**src/rtl/mist_dump_pkg.sv**
```systemverilog
// Shared types and default widths for the MiST frame-window capture scheduler.
package mist_dump_pkg;

    localparam int FRAME_W_DEF = 32;
    localparam int LEN_W_DEF   = 16;
    localparam int BLINK_B_DEF = 4;

    typedef enum logic [1:0] {
        IDLE  = 2'd0,
        ARMED = 2'd1,
        DUMP  = 2'd2,
        DONE  = 2'd3
    } dump_state_e;

endpackage

```
**src/rtl/mist_vs_edge.sv**
```systemverilog
// Synchronises the asynchronous vertical sync and emits a one-cycle tick per falling edge.
module mist_vs_edge (
    input  logic clk,
    input  logic rst_n,
    input  logic vga_vs,
    output logic frame_tick
);

    logic sync1_q, sync1_d;
    logic sync2_q, sync2_d;
    logic prev_q,  prev_d;
    logic tick_q,  tick_d;

    always_comb begin
        sync1_d = vga_vs;
        sync2_d = sync1_q;
        prev_d  = sync2_q;
        tick_d  = prev_q & ~sync2_q;
    end

    // Flops clear to 0 so a sync already high at reset release never looks like a fall.
    always_ff @(posedge clk) begin
        if (!rst_n) begin
            sync1_q <= 1'b0;
            sync2_q <= 1'b0;
            prev_q  <= 1'b0;
            tick_q  <= 1'b0;
        end else begin
            sync1_q <= sync1_d;
            sync2_q <= sync2_d;
            prev_q  <= prev_d;
            tick_q  <= tick_d;
        end
    end

    assign frame_tick = tick_q;

endmodule

```
**src/rtl/mist_dump_ctrl.sv**
```systemverilog
// Frame counter plus capture-window FSM: arms at a start frame and opens dump_en for dump_len frames.
module mist_dump_ctrl
    import mist_dump_pkg::*;
#(
    parameter int FRAME_W = FRAME_W_DEF,
    parameter int LEN_W   = LEN_W_DEF,
    parameter int BLINK_B = BLINK_B_DEF
) (
    input  logic               clk,
    input  logic               rst_n,
    input  logic               vga_vs,
    input  logic               arm,
    input  logic               stop,
    input  logic [FRAME_W-1:0] start_frame,
    input  logic [LEN_W-1:0]   dump_len,
    output logic [FRAME_W-1:0] frame_cnt,
    output logic               dump_en,
    output logic               dump_on,
    output logic               dump_off,
    output logic               busy,
    output logic               done,
    output logic               led
);

    logic frame_tick;

    dump_state_e        state_q, state_d;
    logic [FRAME_W-1:0] frame_cnt_q, frame_cnt_d;
    logic [FRAME_W-1:0] start_q, start_d;
    logic [LEN_W-1:0]   len_q, len_d;
    logic [LEN_W-1:0]   rem_q, rem_d;
    logic               dump_en_q, dump_en_d;
    logic               dump_on_q, dump_on_d;
    logic               dump_off_q, dump_off_d;
    logic               busy_q, busy_d;
    logic               done_q, done_d;
    logic               led_q, led_d;
    logic               last_frame;

    mist_vs_edge u_vs_edge (
        .clk        (clk),
        .rst_n      (rst_n),
        .vga_vs     (vga_vs),
        .frame_tick (frame_tick)
    );

    // A zero length means the window only closes on stop.
    assign last_frame = frame_tick && (len_q != '0) && (rem_q == LEN_W'(1));

    always_comb begin
        state_d     = state_q;
        start_d     = start_q;
        len_d       = len_q;
        rem_d       = rem_q;
        dump_on_d   = 1'b0;
        dump_off_d  = 1'b0;
        frame_cnt_d = frame_tick ? frame_cnt_q + FRAME_W'(1) : frame_cnt_q;

        case (state_q)
            IDLE, DONE: begin
                if (arm && !stop) begin
                    state_d = ARMED;
                    start_d = start_frame;
                    len_d   = dump_len;
                end
            end
            ARMED: begin
                if (stop) begin
                    state_d = IDLE;
                end else if (frame_tick && (frame_cnt_q == start_q)) begin
                    state_d   = DUMP;
                    dump_on_d = 1'b1;
                    rem_d     = len_q;
                end
            end
            DUMP: begin
                if (frame_tick && (len_q != '0)) begin
                    rem_d = rem_q - LEN_W'(1);
                end
                if (stop || last_frame) begin
                    state_d    = DONE;
                    dump_off_d = 1'b1;
                end
            end
            default: state_d = IDLE;
        endcase

        dump_en_d = (state_d == DUMP);
        busy_d    = (state_d == ARMED) || (state_d == DUMP);
        done_d    = (state_d == DONE);
        led_d     = dump_en_d || ((state_d == ARMED) && frame_cnt_d[BLINK_B]);
    end

    always_ff @(posedge clk) begin
        if (!rst_n) begin
            state_q     <= IDLE;
            frame_cnt_q <= '0;
            start_q     <= '0;
            len_q       <= '0;
            rem_q       <= '0;
            dump_en_q   <= 1'b0;
            dump_on_q   <= 1'b0;
            dump_off_q  <= 1'b0;
            busy_q      <= 1'b0;
            done_q      <= 1'b0;
            led_q       <= 1'b0;
        end else begin
            state_q     <= state_d;
            frame_cnt_q <= frame_cnt_d;
            start_q     <= start_d;
            len_q       <= len_d;
            rem_q       <= rem_d;
            dump_en_q   <= dump_en_d;
            dump_on_q   <= dump_on_d;
            dump_off_q  <= dump_off_d;
            busy_q      <= busy_d;
            done_q      <= done_d;
            led_q       <= led_d;
        end
    end

    assign frame_cnt = frame_cnt_q;
    assign dump_en   = dump_en_q;
    assign dump_on   = dump_on_q;
    assign dump_off  = dump_off_q;
    assign busy      = busy_q;
    assign done      = done_q;
    assign led       = led_q;

endmodule
```
**config.mk**
```make
export PLATFORM = sky130hd
export DESIGN_NAME = mist_dump_ctrl
export DESIGN_NICKNAME = d
export VERILOG_FILES = /design/src/rtl/mist_dump_pkg.sv /design/src/rtl/mist_vs_edge.sv /design/src/rtl/mist_dump_ctrl.sv
export SDC_FILE = /design/constraint.sdc
export NUM_CORES = 1
export LEC_CHECK = 0
export ABC_CLOCK_PERIOD_IN_PS = 2800
export CAP_MARGIN = 20
export CELL_PAD_IN_SITES_DETAIL_PLACEMENT = 2
export CELL_PAD_IN_SITES_GLOBAL_PLACEMENT = 2
export CORE_MARGIN = 2
export CORE_UTILIZATION = 25
export CTS_CLUSTER_SIZE = 12
export DETAILED_ROUTE_END_ITERATION = 8
export GPL_TIMING_DRIVEN = 0
export HOLD_SLACK_MARGIN = 0.15
export PLACE_DENSITY = 0.82
export SETUP_SLACK_MARGIN = 0.05
export SYNTH_ARGS = -nofsm -noshare
export SYNTH_HDL_FRONTEND = slang
export SYNTH_SLANG_ARGS = --single-unit
```
**constraint.sdc**
```tcl
create_clock -name clk -period 2.8 [get_ports clk]
set_input_delay 0.28 -clock clk [delete_from_list [all_inputs] [get_ports clk]]
set_output_delay 0.28 -clock clk [all_outputs]
set_load 0.05 [all_outputs]
```
Word level (Yosys, flattened, before mapping)
Index checks and enable logic that the tools add are counted.
{"block": "totals", "in_bits": 53, "word_cells": 62, "ff_bits": 108, "out_inout_bits": 38}
{"block": "classes", "mux": 12, "addsub": 2, "bitwise_logic": 4, "n_reduce_logical": 17, "n_eq_ne": 11}
{"op": "16-bit two-way mux", "count": 3}
{"op": "32-bit by 1-bit adder with 32-bit output (second input constant)", "count": 1}
{"op": "32-bit == test", "count": 1}
{"op": "16-bit case mux with 2 select lines", "count": 1}
{"op": "16-bit by 1-bit == test with 1-bit output (second input constant)", "count": 1}
{"op": "16-bit nonzero test", "count": 1}
{"op": "16-bit by 1-bit subtractor with 16-bit output (second input constant)", "count": 1}
{"op": "2-bit == test (second input constant)", "count": 4}
{"op": "2-bit two-way mux", "count": 4}
{"op": "2-bit inequality test (second input constant)", "count": 3}
{"op": "2-bit case mux with 3 select lines", "count": 1}
{"op": "1-bit logical AND", "count": 5}
{"op": "5-bit two-way mux", "count": 1}
{"op": "2-bit by 1-bit == test with 1-bit output (second input constant)", "count": 2}
{"op": "2-bit AND reduction", "count": 2}
{"op": "4-bit AND reduction", "count": 1}
{"op": "1-bit logical OR", "count": 3}
{"op": "1-bit inverter", "count": 3}
{"op": "3-bit OR reduction", "count": 1}
{"op": "2-bit zero test", "count": 1}
{"op": "1-bit two-way mux", "count": 2}
{"op": "2-bit nonzero test", "count": 1}
{"op": "2-bit OR reduction", "count": 1}
{"op": "1-bit AND", "count": 1}
{"op": "1-bit zero test", "count": 1}

Logic depth before layout (Yosys ltp)
Gate-level depths: netlist of the first run.
{"block": "logic_depth", "depth_word": 9, "mapped_depth": 10, "depth_no_buf": 10}

Hierarchy
Synthesis of the first run repeated with hierarchy kept, for this count alone.
{"block": "unflattened", "hier_cells": 621, "area_unflattened_um2": 5053.6}
{"module": "mist_dump_ctrl", "area_per_inst_um2": 4942.2, "seq_area_each_um2": 2082.0, "cells_per_inst": 613, "instances": 1}
{"module": "mist_vs_edge", "area_per_inst_um2": 111.4, "seq_area_each_um2": 80.1, "cells_per_inst": 8, "instances": 1}

Least setup slack after synthesis of the first run
OpenSTA, ideal clock, no wires.
{"block": "synth_timing", "kind": "register -> register", "startpoint": "reg frame_cnt_q[7] (netlist: frame_cnt[7])", "endpoint": "reg led_q (netlist: led)", "t_required_ps": 2686, "stages_incl_launch_ff": 9, "arrival_time_ps": 2957, "n_path_buf": 1, "slack_ps": -271, "period_less_slack_ps": 3071, "setup_time_ps": 114, "path_cell_list": "dfxtp_1 > buf_6 > xor2_1 > or4_1 > or4_1 > or3_4 > o311a_4 > ha_1 > a21o_1"}
{"block": "synth_via", "elab_chain_len": 8, "word_cells_on_any_way": 9, "cone_classes": "eq/ne (3); mux (3); reduce/logical (3)"}
{"item": "start: declaration", "line_no": "mist_dump_ctrl.sv:28", "rtl": "logic [FRAME_W-1:0] frame_cnt_q, frame_cnt_d;"}
{"item": "start signal: assignment", "line_no": "mist_dump_ctrl.sv:109", "rtl": "frame_cnt_q <= frame_cnt_d;"}
{"item": "32-bit == test (*)", "line_no": "mist_dump_ctrl.sv:70", "rtl": "end else if (frame_tick && (frame_cnt_q == start_q)) begin"}
{"item": "1-bit logical AND (*)", "line_no": "mist_dump_ctrl.sv:70"}
{"item": "2-bit two-way mux (*)", "line_no": "mist_dump_ctrl.sv:70"}
{"item": "2-bit two-way mux (*)", "line_no": "mist_dump_ctrl.sv:68", "rtl": "if (stop) begin"}
{"item": "2-bit case mux with 3 select lines (*)", "line_no": "mist_dump_ctrl.sv:59", "rtl": "case (state_q)"}
{"item": "named net state_d[0]", "line_no": "mist_dump_ctrl.sv:27", "rtl": "dump_state_e state_q, state_d;"}
{"item": "2-bit by 1-bit == test with 1-bit output", "line_no": "mist_dump_ctrl.sv:91", "rtl": "led_d = dump_en_d || ((state_d == ARMED) && frame_cnt_d[BLINK_B]);"}
{"item": "1-bit logical AND", "line_no": "mist_dump_ctrl.sv:91"}
{"item": "1-bit logical OR (*)", "line_no": "mist_dump_ctrl.sv:91"}
{"item": "end signal: assignment", "line_no": "mist_dump_ctrl.sv:118", "rtl": "led_q <= led_d;"}
{"item": "end: declaration", "line_no": "mist_dump_ctrl.sv:37", "rtl": "logic led_q, led_d;"}
Mark *: on every way through the listed nets, which the timed path passes. The rest lies on a longest branch.
A chain may end at the register's enable or synchronous reset.

Worst setup path in the final report of the first run
{"block": "layout_timing", "startpoint": "reg frame_cnt_q[4] (netlist: frame_cnt[4])", "endpoint": "reg rem_q[0]"}
{"block": "layout_via", "elab_chain_len": 4}
{"item": "32-bit == test", "line_no": "mist_dump_ctrl.sv:70"}
{"item": "1-bit logical AND", "line_no": "mist_dump_ctrl.sv:70"}
{"item": "2-bit inequality test (no source line)"}
{"item": "4-bit AND reduction (no source line)"}
{"item": "end signal: assignment", "line_no": "mist_dump_ctrl.sv:112", "rtl": "rem_q <= rem_d;"}
{"item": "end: declaration", "line_no": "mist_dump_ctrl.sv:31", "rtl": "logic [LEN_W-1:0] rem_q, rem_d;"}
No other way between the ends.

==> results of run 1 <==
==> worst register-to-register path: cells and delay by family (launching register included) <==
kind	cells	cell delay [ps]
buffers and inverters	1	230
AO/OA/AOI/OAI	3	830
AND/OR/NAND/NOR	2	780
flip-flops	1	380
XOR/XNOR	1	360
==> state kept, by name, summed over array words and instances, names as in the netlist, 2 cells and up <==
| register | cells |
|---|---|
| frame_cnt | 32 |
| len_q | 16 |
| rem_q | 16 |
| start_q | 32 |
| state_q | 2 |
==> report_power, final <==
group	switching [uW]	internal (uW)	leakage (uW)
Combinational	236	177	0.00143
Sequential	38.5	1580	0.000882
Clock	621	697	0.000140
==> per-stage QoR <==
stage               total power [uW]  setup slack [ps]  instance area, um^2
floorplan                       1850              62.8                 5140
global placement                2020              -516                 6370
detailed placement              2030              -149                 6380
CTS                             3360              69.5                 6710
global route                    3470              10.0                 6800
finish                          3340              86.2                 6800
==> routing by layer <==
layer	part of all wire, %	GRT usage (%)
met1	42	21.2
met2	51	32.9
met3	4.2	3.82
met4	2.4	6.01
met5	0	0
==> cells by family (layout without fill, tap and decap cells) <==
| family | Yosys count | after routing | share of synthesized area, % |
|---|---|---|---|
| compound gates | 128 | 128 | 15.4 |
| xor+xnor | 58 | 58 | 9.90 |
| fa+ha+maj | 8 | 8 | 1.95 |
| buf+inv | 52 | 161 | 3.98 |
| flops | 108 | 108 | 42.2 |
| mux | 2 | 2 | 0.390 |
| simple gates | 285 | 285 | 26.2 |
==> layout by cell type, fill, tap and decap left out, types with 9 or more instances in the layout <==
master,n
nand2_1,138
nand4_1,15
inv_1,13
dfxtp_1,98
or3_1,10
nor3_1,11
or4_1,9
o21ai_0,26
clkbuf_1,26
nor2_1,41
nand3_1,15
xor2_1,35
clkdlybuf4s50_1,89
xnor2_1,22
clkbuf_16,9
a21oi_1,61
and3_1,9
==> worst max-delay path by stage <==
stage / from / endpoint / slack (ps) / depth (start not counted)
6_report: frame_cnt[4]$_SDFF_PN0_ / rem_q[0]$_SDFFE_PN0P_ / 90 / 7
5_1_grt: frame_cnt[25]$_SDFFE_PN0P_ / rem_q[0]$_SDFFE_PN0P_ / 10 / 7
4_1_cts: start_q[7]$_SDFFE_PN0P_ / led$_SDFF_PN0_ / 70 / 9
3_5_place_dp: frame_cnt[6]$_SDFFE_PN0P_ / rem_q[0]$_SDFFE_PN0P_ / -150 / 8
3_3_place_gp: u_vs_edge.frame_tick$_SDFF_PN0_ / frame_cnt[30]$_SDFFE_PN0P_ / -520 / 6
2_1_floorplan: frame_cnt[7]$_SDFFE_PN0P_ / led$_SDFF_PN0_ / 60 / 8
==> area by class of cell <==
type / instances / share of cell area [%]
timing repair buffer: 96 / 13.9
buffer: 36 / 2.21
sequential: 108 / 32.1
clock buffer: 10 / 3.37
tap: 270 / 4.97
clock inverter: 5 / 0.920
inverter: 14 / 0.773
multi-input combinational: 481 / 41.8
==> repair_timing <==
| action | CTS | global route |
|---|---|---|
| pin swaps | 1 | 3 |
| setup buffers | 2 | 4 |
| hold endpoints to repair | 0 | 0 |
| endpoints found under the setup margin | 14 | 12 |
| gates resized for setup | 12 | 19 |
==> results.cfg, run 1 <==
[timing]
setup_viol = 0
slew_violations = 0
fin_skew_ps = 11.6
fin_crit_sh_pct = 96.9
rsz0062_at_grt = true
max_freq_mhz = 368
finalHoldViolations = 0
worst_slew_pin_slew_ps = 886
relSlewSlack_pct = 40.3
hold_ws_ps = 433
min_period_ps = 2710
finalSetupTns_ps = 0

[detailed_routing]
viasPerCell = 5.01
wl_per_cell_um = 19.3
dr_total_vias = 5111
wirelength_um = 19600
firstDrtPassIters = 4
drc_errors = 0
drtAntennaViolNets = 0
first_iter_violations = 273

[logic_synthesis]
netlist_area_mm2 = 0.00513
synth_cells = 641
ys_ff_latch = 108
synth.area.top_cells = dfxtp_1, nand2_1, xor2_1, a21oi_1, xnor2_1
synthMostInstantiatedCell = nand2_1
ys.warnings.count = 0
syn_nets = 702
ys_types = 50
synth.largest_area_cell = dfxtp_1
ys.flop_type = dfxtp_1
async_flop_share_pct = 0
synth-seq-area-share_pct = 42.2
synth_top_area_share_pct = 42.2
ys_top_cells_by_count = nand2_1, dfxtp_1, a21oi_1
synth.avg_cell_area_um2 = 8.00
synth-edff-count = 0

[cts]
cts_tree = built
clockBufferDepth = 2
ctsHoldBuffers = 0
clock-sinks = 108
insertion_delay_ps = 360
cts-htree-levels = 3
clk_pin_slew_ps = 70
clockRootBuffer = clkbuf_16
numCtsBuffers = 9

[critical_path]
cpPeakStageDelay_ps = 600
crit_chain = xnor2_1 > nand4_1 > or4_1 > o31a_1 > clkbuf_4 > o311ai_1 > o21ai_0
critPathKind = reg2reg
r2r-start = frame_cnt[4]$_SDFF_PN0_
crit_family = compound AO/OA/AOI/OAI gates
critPathSlowestCell = or4_1
worstSetupEndpointType = register
crit_buf_inv = 1
cp-start-kind = register
crit_path_max_fanout = 10
r2r_cells = 7
crit_required_ps = 3020
r2r_setup_slack_ps = 90
r2r_end = rem_q[0]$_SDFFE_PN0P_
crit_arrival_ps = 2930

[die]
ioPinCount = 91
core-area_mm2 = 0.0202
die_x_um = 147
dieArea_mm2 = 0.0217
chipHeight_um = 147
start_util_pct = 25.4
rows = 52

[min_path]
hold_end = u_vs_edge.frame_tick$_SDFF_PN0_
holdPathStages = 1
hold_path.class = reg2reg
min_from = u_vs_edge.prev_d$_SDFF_PN0_

[cells_and_area]
final_cells = 1020
syn_to_final_growth_pct = 32.5
nets = 807
fill_cells = 2321
regArea_mm2 = 0.00218
final_util_pct = 33.7
diodes = 0
multi_input_area_mm2 = 0.00284
drive_above_1_share_pct = 7.20

[placement]
dp_hpwl_um = 14600
gp_congestion = 0.821
place_inst = 1001
portBuffers = 89

[global_route]
grt_pass1_wl_um = 30500
grt_pass1_vias = 5508
antenna_found_initial = 0
grt_overflow = 0
track_usage_pct = 18.1
grt_max_degree = 18

[flow_run]
cap_viol_max_count = 0

[pwr]
leakagePower_uw = 0.00245
ir_drop_v = 0.000296
power.density_mw_per_mm2 = 492

[run_status]
status = complete, no violations
Note: power is estimated with default switching activity, not from simulation.
==> run 2, diff against run 1 <==
--- a/config.mk
+++ b/config.mk
@@ -13,9 +13,10 @@
 export CORE_UTILIZATION = 25
 export CTS_CLUSTER_SIZE = 12
 export DETAILED_ROUTE_END_ITERATION = 8
+export DONT_BUFFER_PORTS = 1
 export GPL_TIMING_DRIVEN = 0
-export HOLD_SLACK_MARGIN = 0.15
-export PLACE_DENSITY = 0.82
+export HOLD_SLACK_MARGIN = 0.03
+export PLACE_DENSITY = 0.71
 export SETUP_SLACK_MARGIN = 0.05
 export SYNTH_ARGS = -nofsm -noshare
 export SYNTH_HDL_FRONTEND = slang
==> run 2 against run 1 <==
Effect of this change: routed wire length shrank 0.43%; highest routed layer unchanged; register-to-register slack worse by 170 ps; critical path type unchanged; sequential power about the same; clock skew increased by 1.6 ps; via count shrank 6.7%; critical endpoint is now led$_SDFF_PN0_; first-iteration DRC count decreased by 33%; combinational power is 21% lower; die area unchanged; utilization down 4.1 points; sequential share of layout area increased by 5.1 points; the flow now finishes with violations (setup timing); largest power group unchanged; critical path depth rose by 2; maximum frequency fell by 5.8%.
==> results.cfg, run 2 (same netlist as run 1, synthesis figures left out) <==
[run_status]
status = finished, violations left
violations = setup timing

[timing]
max_freq_mhz = 347
setup_viol = 2
layout_setup_ws_ps = -80.9
finalHoldViolations = 0
min_period_ps = 2880
finalSetupTns_ps = -155
relSlewSlack_pct = 54.0
fin_crit_sh_pct = 103
worst_slew_pin_slew_ps = 689
rsz0062_at_grt = true
fin_skew_ps = 13.2
slew_violations = 0

[cells_and_area]
nets = 717
layout_common_cells = nand2_1, dfxtp_1, a21oi_1
multi_input_area_mm2 = 0.00289
diodes = 0
final_area_mm2 = 0.00597
drive_above_1_share_pct = 11.6
final_common_cell = nand2_1
syn_to_final_growth_pct = 16.5
regArea_mm2 = 0.00222
fill_cells = 2359

[cts]
clock-sinks = 108
clk_pin_slew_ps = 80
cts-htree-levels = 3
cts_tree = built
insertion_delay_ps = 370
numCtsBuffers = 9
clockRootBuffer = clkbuf_16
clockBufferDepth = 2

[global_route]
grt_overflow = 0
track_usage_pct = 18.2
grt_pass1_wl_um = 30300
grt_pass1_vias = 5266
grt_max_degree = 20
antenna_found_initial = 0

[critical_path]
crit_arrival_ps = 3140
crit_buf_inv = 2
cp-start-kind = register
startpoint = frame_cnt[7]$_SDFFE_PN0P_
endpoint = led$_SDFF_PN0_
cpPeakStageDelay_ps = 480
crit_chain = buf_6 > xor2_1 > or4_4 > or4_4 > or3_4 > a211oi_4 > inv_1 > ha_2 > a21o_1
critPathSlowestCell = or4_4
crit_required_ps = 3060
r2r_cells = 9
crit_family = simple AND/OR/NAND/NOR gates
crit_path_max_fanout = 4
r2r-start = frame_cnt[7]$_SDFFE_PN0P_
cpMostUsedCell = or4_4
cp_num_cells = 9
r2r_end = led$_SDFF_PN0_
r2r_setup_slack_ps = -80
worstSetupEndpointType = register
critPathKind = reg2reg

[detailed_routing]
wirelength_um = 19600
dr_total_vias = 4767
first_iter_violations = 184
drtAntennaViolNets = 0
wl_per_cell_um = 21.0
viasPerCell = 5.12
firstDrtPassIters = 4
drc_errors = 0

[flow_run]
cap_viol_max_count = 0

[die]
die_x_um = 147
start_util_pct = 25.4
rows = 52
ioPinCount = 91
chipHeight_um = 147
dieArea_mm2 = 0.0217
core-area_mm2 = 0.0202

[placement]
portBuffers = 0
gp_congestion = 0.831
dp_hpwl_um = 14700
dpl-instance-area_mm2 = 0.00549

[pwr]
power.density_mw_per_mm2 = 537
ir_drop_v = 0.000309
leakagePower_uw = 0.00211

[min_path]
hold_path.class = in2reg
[run 2: changes by cell type in the layout (fill, tap and decap cells not counted), moves of 3 or more]
cell             change
dfxtp_1             -17
o311ai_2             +3
inv_6                +3
clkdlybuf4s50_1     -89
dfxtp_2             +10
o311ai_1             -3
dfxtp_4              +7
[run 2: worst reg2reg max path, delay by kind of cell (launching register included)]
kind,cells,cell delay [ps]
AOI/OAI and AO/OA,2,510
xor gates and xnor gates,1,130
adders and majority gates,1,170
buffers and inverters,2,230
DFF,1,410
and+or+nand+nor,3,1320
[run 2: stage by stage]
stage | power (uW) | instances | hold WS (ps) | util (%) | setup slack (ps)
final | 3210 | 931 | 40.9 | 29.6 | -80.9
after global routing | 3370 | 931 | 33.6 | 29.6 | -163
after CTS | 3240 | 930 | 30.4 | 29.2 | -91.9
after detailed placement | 1960 | 912 | 418 | 27.2 | -459
after global placement | 1940 | 911 | 398 | 27.2 | -620
after floorplan | 1850 | 641 | 383 | - | 62.8
[run 2: how the worst min path moves through the flow]
stage / from / to / slack, ps / cells past startpoint
after detailed placement: vga_vs / u_vs_edge.sync1_q$_SDFF_PN0_ / 420 / 1
after CTS: start_frame[11] / start_q[11]$_SDFFE_PN0P_ / 30 / 2
after global placement: u_vs_edge.prev_d$_SDFF_PN0_ / u_vs_edge.frame_tick$_SDFF_PN0_ / 400 / 1
final: start_frame[10] / start_q[10]$_SDFFE_PN0P_ / 40 / 2
after floorplan: u_vs_edge.prev_d$_SDFF_PN0_ / u_vs_edge.frame_tick$_SDFF_PN0_ / 380 / 1
after global routing: start_frame[24] / start_q[24]$_SDFFE_PN0P_ / 30 / 2
[run 2: layout make-up]
type / instances / area share, %
tap: 270 / 5.66
timing repair buffer: 4 / 0.545
clock buffer: 9 / 3.77
inverter: 14 / 0.922
buffer: 38 / 2.68
multi-input combinational: 481 / 48.4
sequential: 108 / 37.1
clock inverter: 7 / 0.922
[run 2: power by group]
| group | switching (uW) | total [uW] | internal, uW | leakage, uW |
|---|---|---|---|---|
| logic | 215 | 327 | 111 | 0.00108 |
| registers | 45.1 | 1610 | 1570 | 0.000893 |
| clock network | 650 | 1270 | 618 | 0.000139 |
[run 2: what timing repair did]
item,CTS,global route
cloned,0,0
hold buffers,1,0
setup buffers,1,1
endpoints found under the setup margin,26,24
pin swaps,5,2
gates resized for setup,43,21
hold endpoints to repair,1,0
[run 2: per-layer routing]
layer  vias to the layer above  global-route usage, %  wire length, um
li1                       2246                      -                -
met1                      2398                   20.9             7860
met2                       106                   33.2            10300
met3                        17                   4.91             1090
met4                         0                   5.05              298
met5                         -                      0                0
==> run 3, diff against run 2 <==
--- a/config.mk
+++ b/config.mk
@@ -11,6 +11,7 @@
 export CELL_PAD_IN_SITES_GLOBAL_PLACEMENT = 2
 export CORE_MARGIN = 2
 export CORE_UTILIZATION = 25
+export CTS_BUF_LIST = sky130_fd_sc_hd__clkbuf_2 sky130_fd_sc_hd__clkbuf_4 sky130_fd_sc_hd__clkbuf_8
 export CTS_CLUSTER_SIZE = 12
 export DETAILED_ROUTE_END_ITERATION = 8
 export DONT_BUFFER_PORTS = 1
==> run 3 against run 2 <==
Effect of this change: the flow still finishes with violations (setup timing); register-to-register slack barely moved; first-iteration DRC count fell by 6.5%; flip-flop and latch count did not move; final cell count rose by 5.2%; non-clock buffer count rose by 48; clock power fell by 24%; global-route usage rose by 0.44 points; critical path type unchanged.
==> results.cfg, run 3 (same netlist as run 1, synthesis figures left out) <==
[cts]
clk_pin_slew_ps = 110
cts_tree = built
clockBufferDepth = 2
cts-htree-levels = 3
numCtsBuffers = 9
clockRootBuffer = clkbuf_8
insertion_delay_ps = 410
clock-sinks = 108

[die]
core-area_mm2 = 0.0202
die_x_um = 147
start_util_pct = 25.4
chipHeight_um = 147
dieArea_mm2 = 0.0217
ioPinCount = 91
rows = 52

[placement]
place_inst = 912
gp_congestion = 0.831
portBuffers = 0
dpl-instance-area_mm2 = 0.00549
dp_hpwl_um = 14700

[cells_and_area]
nets = 765
final_cells = 979
syn_to_final_growth_pct = 24.6
drive_above_1_share_pct = 10.9
fill_cells = 2344
layout_common_cells = nand2_1, dfxtp_1, a21oi_1
final_common_cell = nand2_1
diodes = 0
final_area_mm2 = 0.00639

[flow_run]
cap_viol_max_count = 0

[timing]
layout_setup_ws_ps = -79.5
fin_skew_ps = 20.0
setup_viol = 2
rsz0062_at_grt = true
worst_slew_pin_slew_ps = 700
finalHoldViolations = 0
max_freq_mhz = 347
slew_violations = 0
relSlewSlack_pct = 53.3
min_period_ps = 2880
fin_crit_sh_pct = 103

[pwr]
ir_drop_v = 0.000199
leakagePower_uw = 0.00227
power.density_mw_per_mm2 = 464

[detailed_routing]
firstDrtPassIters = 4
viasPerCell = 5.08
drtAntennaViolNets = 0
wl_per_cell_um = 20.6
drc_errors = 0
dr_total_vias = 4972
wirelength_um = 20200
first_iter_violations = 172

[critical_path]
worstSetupEndpointType = register
crit_family = simple AND/OR/NAND/NOR gates
critPathKind = reg2reg
crit_chain = buf_6 > xor2_1 > or4_4 > or4_4 > or3_4 > a211oi_4 > inv_1 > ha_2 > a21o_1
critPathSlowestCell = or4_4
crit_buf_inv = 2
crit_arrival_ps = 3180
crit_path_max_fanout = 4
crit_required_ps = 3100
cpMostUsedCell = or4_4
cpPeakStageDelay_ps = 480
cp-start-kind = register

[global_route]
grt_max_degree = 20
grt_util_met1_pct = 21.0
grt-busiest-layer = met2
track_usage_pct = 18.6
antenna_found_initial = 0
grt_pass1_vias = 5518
grt_pass1_wl_um = 31200
grt_overflow = 0
use_met2_pct = 34.4
met3_usage_pct = 5.09

[run_status]
violations = setup timing
status = finished, violations left

[min_path]
hold_path.class = in2reg
-- run 3: worst register-to-register path, delay by kind of cell, from the launching register on --
family	cells	cell delay [ps]
simple gates	3	1320
compound gates	2	500
flops	1	430
buf+inv	2	230
fa+ha+maj	1	170
xor+xnor	1	130
-- run 3: what timing repair did --
item | CTS | global route
pin swaps | 5 | 2
endpoints found under the setup margin | 22 | 24
hold buffers | 46 | 3
setup buffers | 1 | 1
hold endpoints to repair | 46 | 3
gates resized for setup | 44 | 25
-- run 3: path summary, 6_finish.rpt --
| check | slack [ps] | from | to | depth (start not counted) |
|---|---|---|---|---|
| min reg2reg | 440 | u_vs_edge.prev_d$_SDFF_PN0_ | u_vs_edge.frame_tick$_SDFF_PN0_ | 1 |
| min | 190 | stop | dump_on$_SDFF_PP0_ | 2 |
| max | -80 | frame_cnt[7]$_SDFFE_PN0P_ | led$_SDFF_PN0_ | 9 |
| max reg2reg | -80 | frame_cnt[7]$_SDFFE_PN0P_ | led$_SDFF_PN0_ | 9 |
-- run 3: area by class of cell --
| type | instances | area [um^2] | share of cell area (%) |
|---|---|---|---|
| multi-input cells | 481 | 2930 | 45.8 |
| repair buffers | 52 | 513 | 8.03 |
| flip-flops and latches | 108 | 2210 | 34.6 |
| plain buffers | 38 | 168 | 2.62 |
| clock buffers | 9 | 124 | 1.94 |
| inverters | 14 | 55.1 | 0.861 |
| well taps | 270 | 338 | 5.28 |
| clock inverters | 7 | 55.1 | 0.861 |
-- run 3: per-layer routing --
layer	up-vias	routed length, um
li1	2338	-
met1	2505	8020
met2	115	10700
met3	14	1150
met4	0	255
met5	-	0
-- run 3: metrics by stage --
| stage | setup TNS, ps | util, % | hold slack [ps] | setup slack [ps] | power, uW |
|---|---|---|---|---|---|
| after floorplan | 0 | - | 383 | 62.8 | 1850 |
| after global placement | -8140 | 27.2 | 398 | -620 | 1940 |
| after detailed placement | -5120 | 27.2 | 418 | -459 | 1960 |
| after CTS | -260 | 31.0 | 30.0 | -104 | 2980 |
| after global routing | -788 | 31.7 | 160 | -166 | 3110 |
| final | -152 | 31.7 | 189 | -79.5 | 2970 |
-- run 3: report_power, final --
group          internal (uW)  leakage [uW]  total, uW  switching, uW
registers               1570      0.000892       1620           45.5
logic                    157       0.00129        391            233
clock network            337     0.0000923        961            623
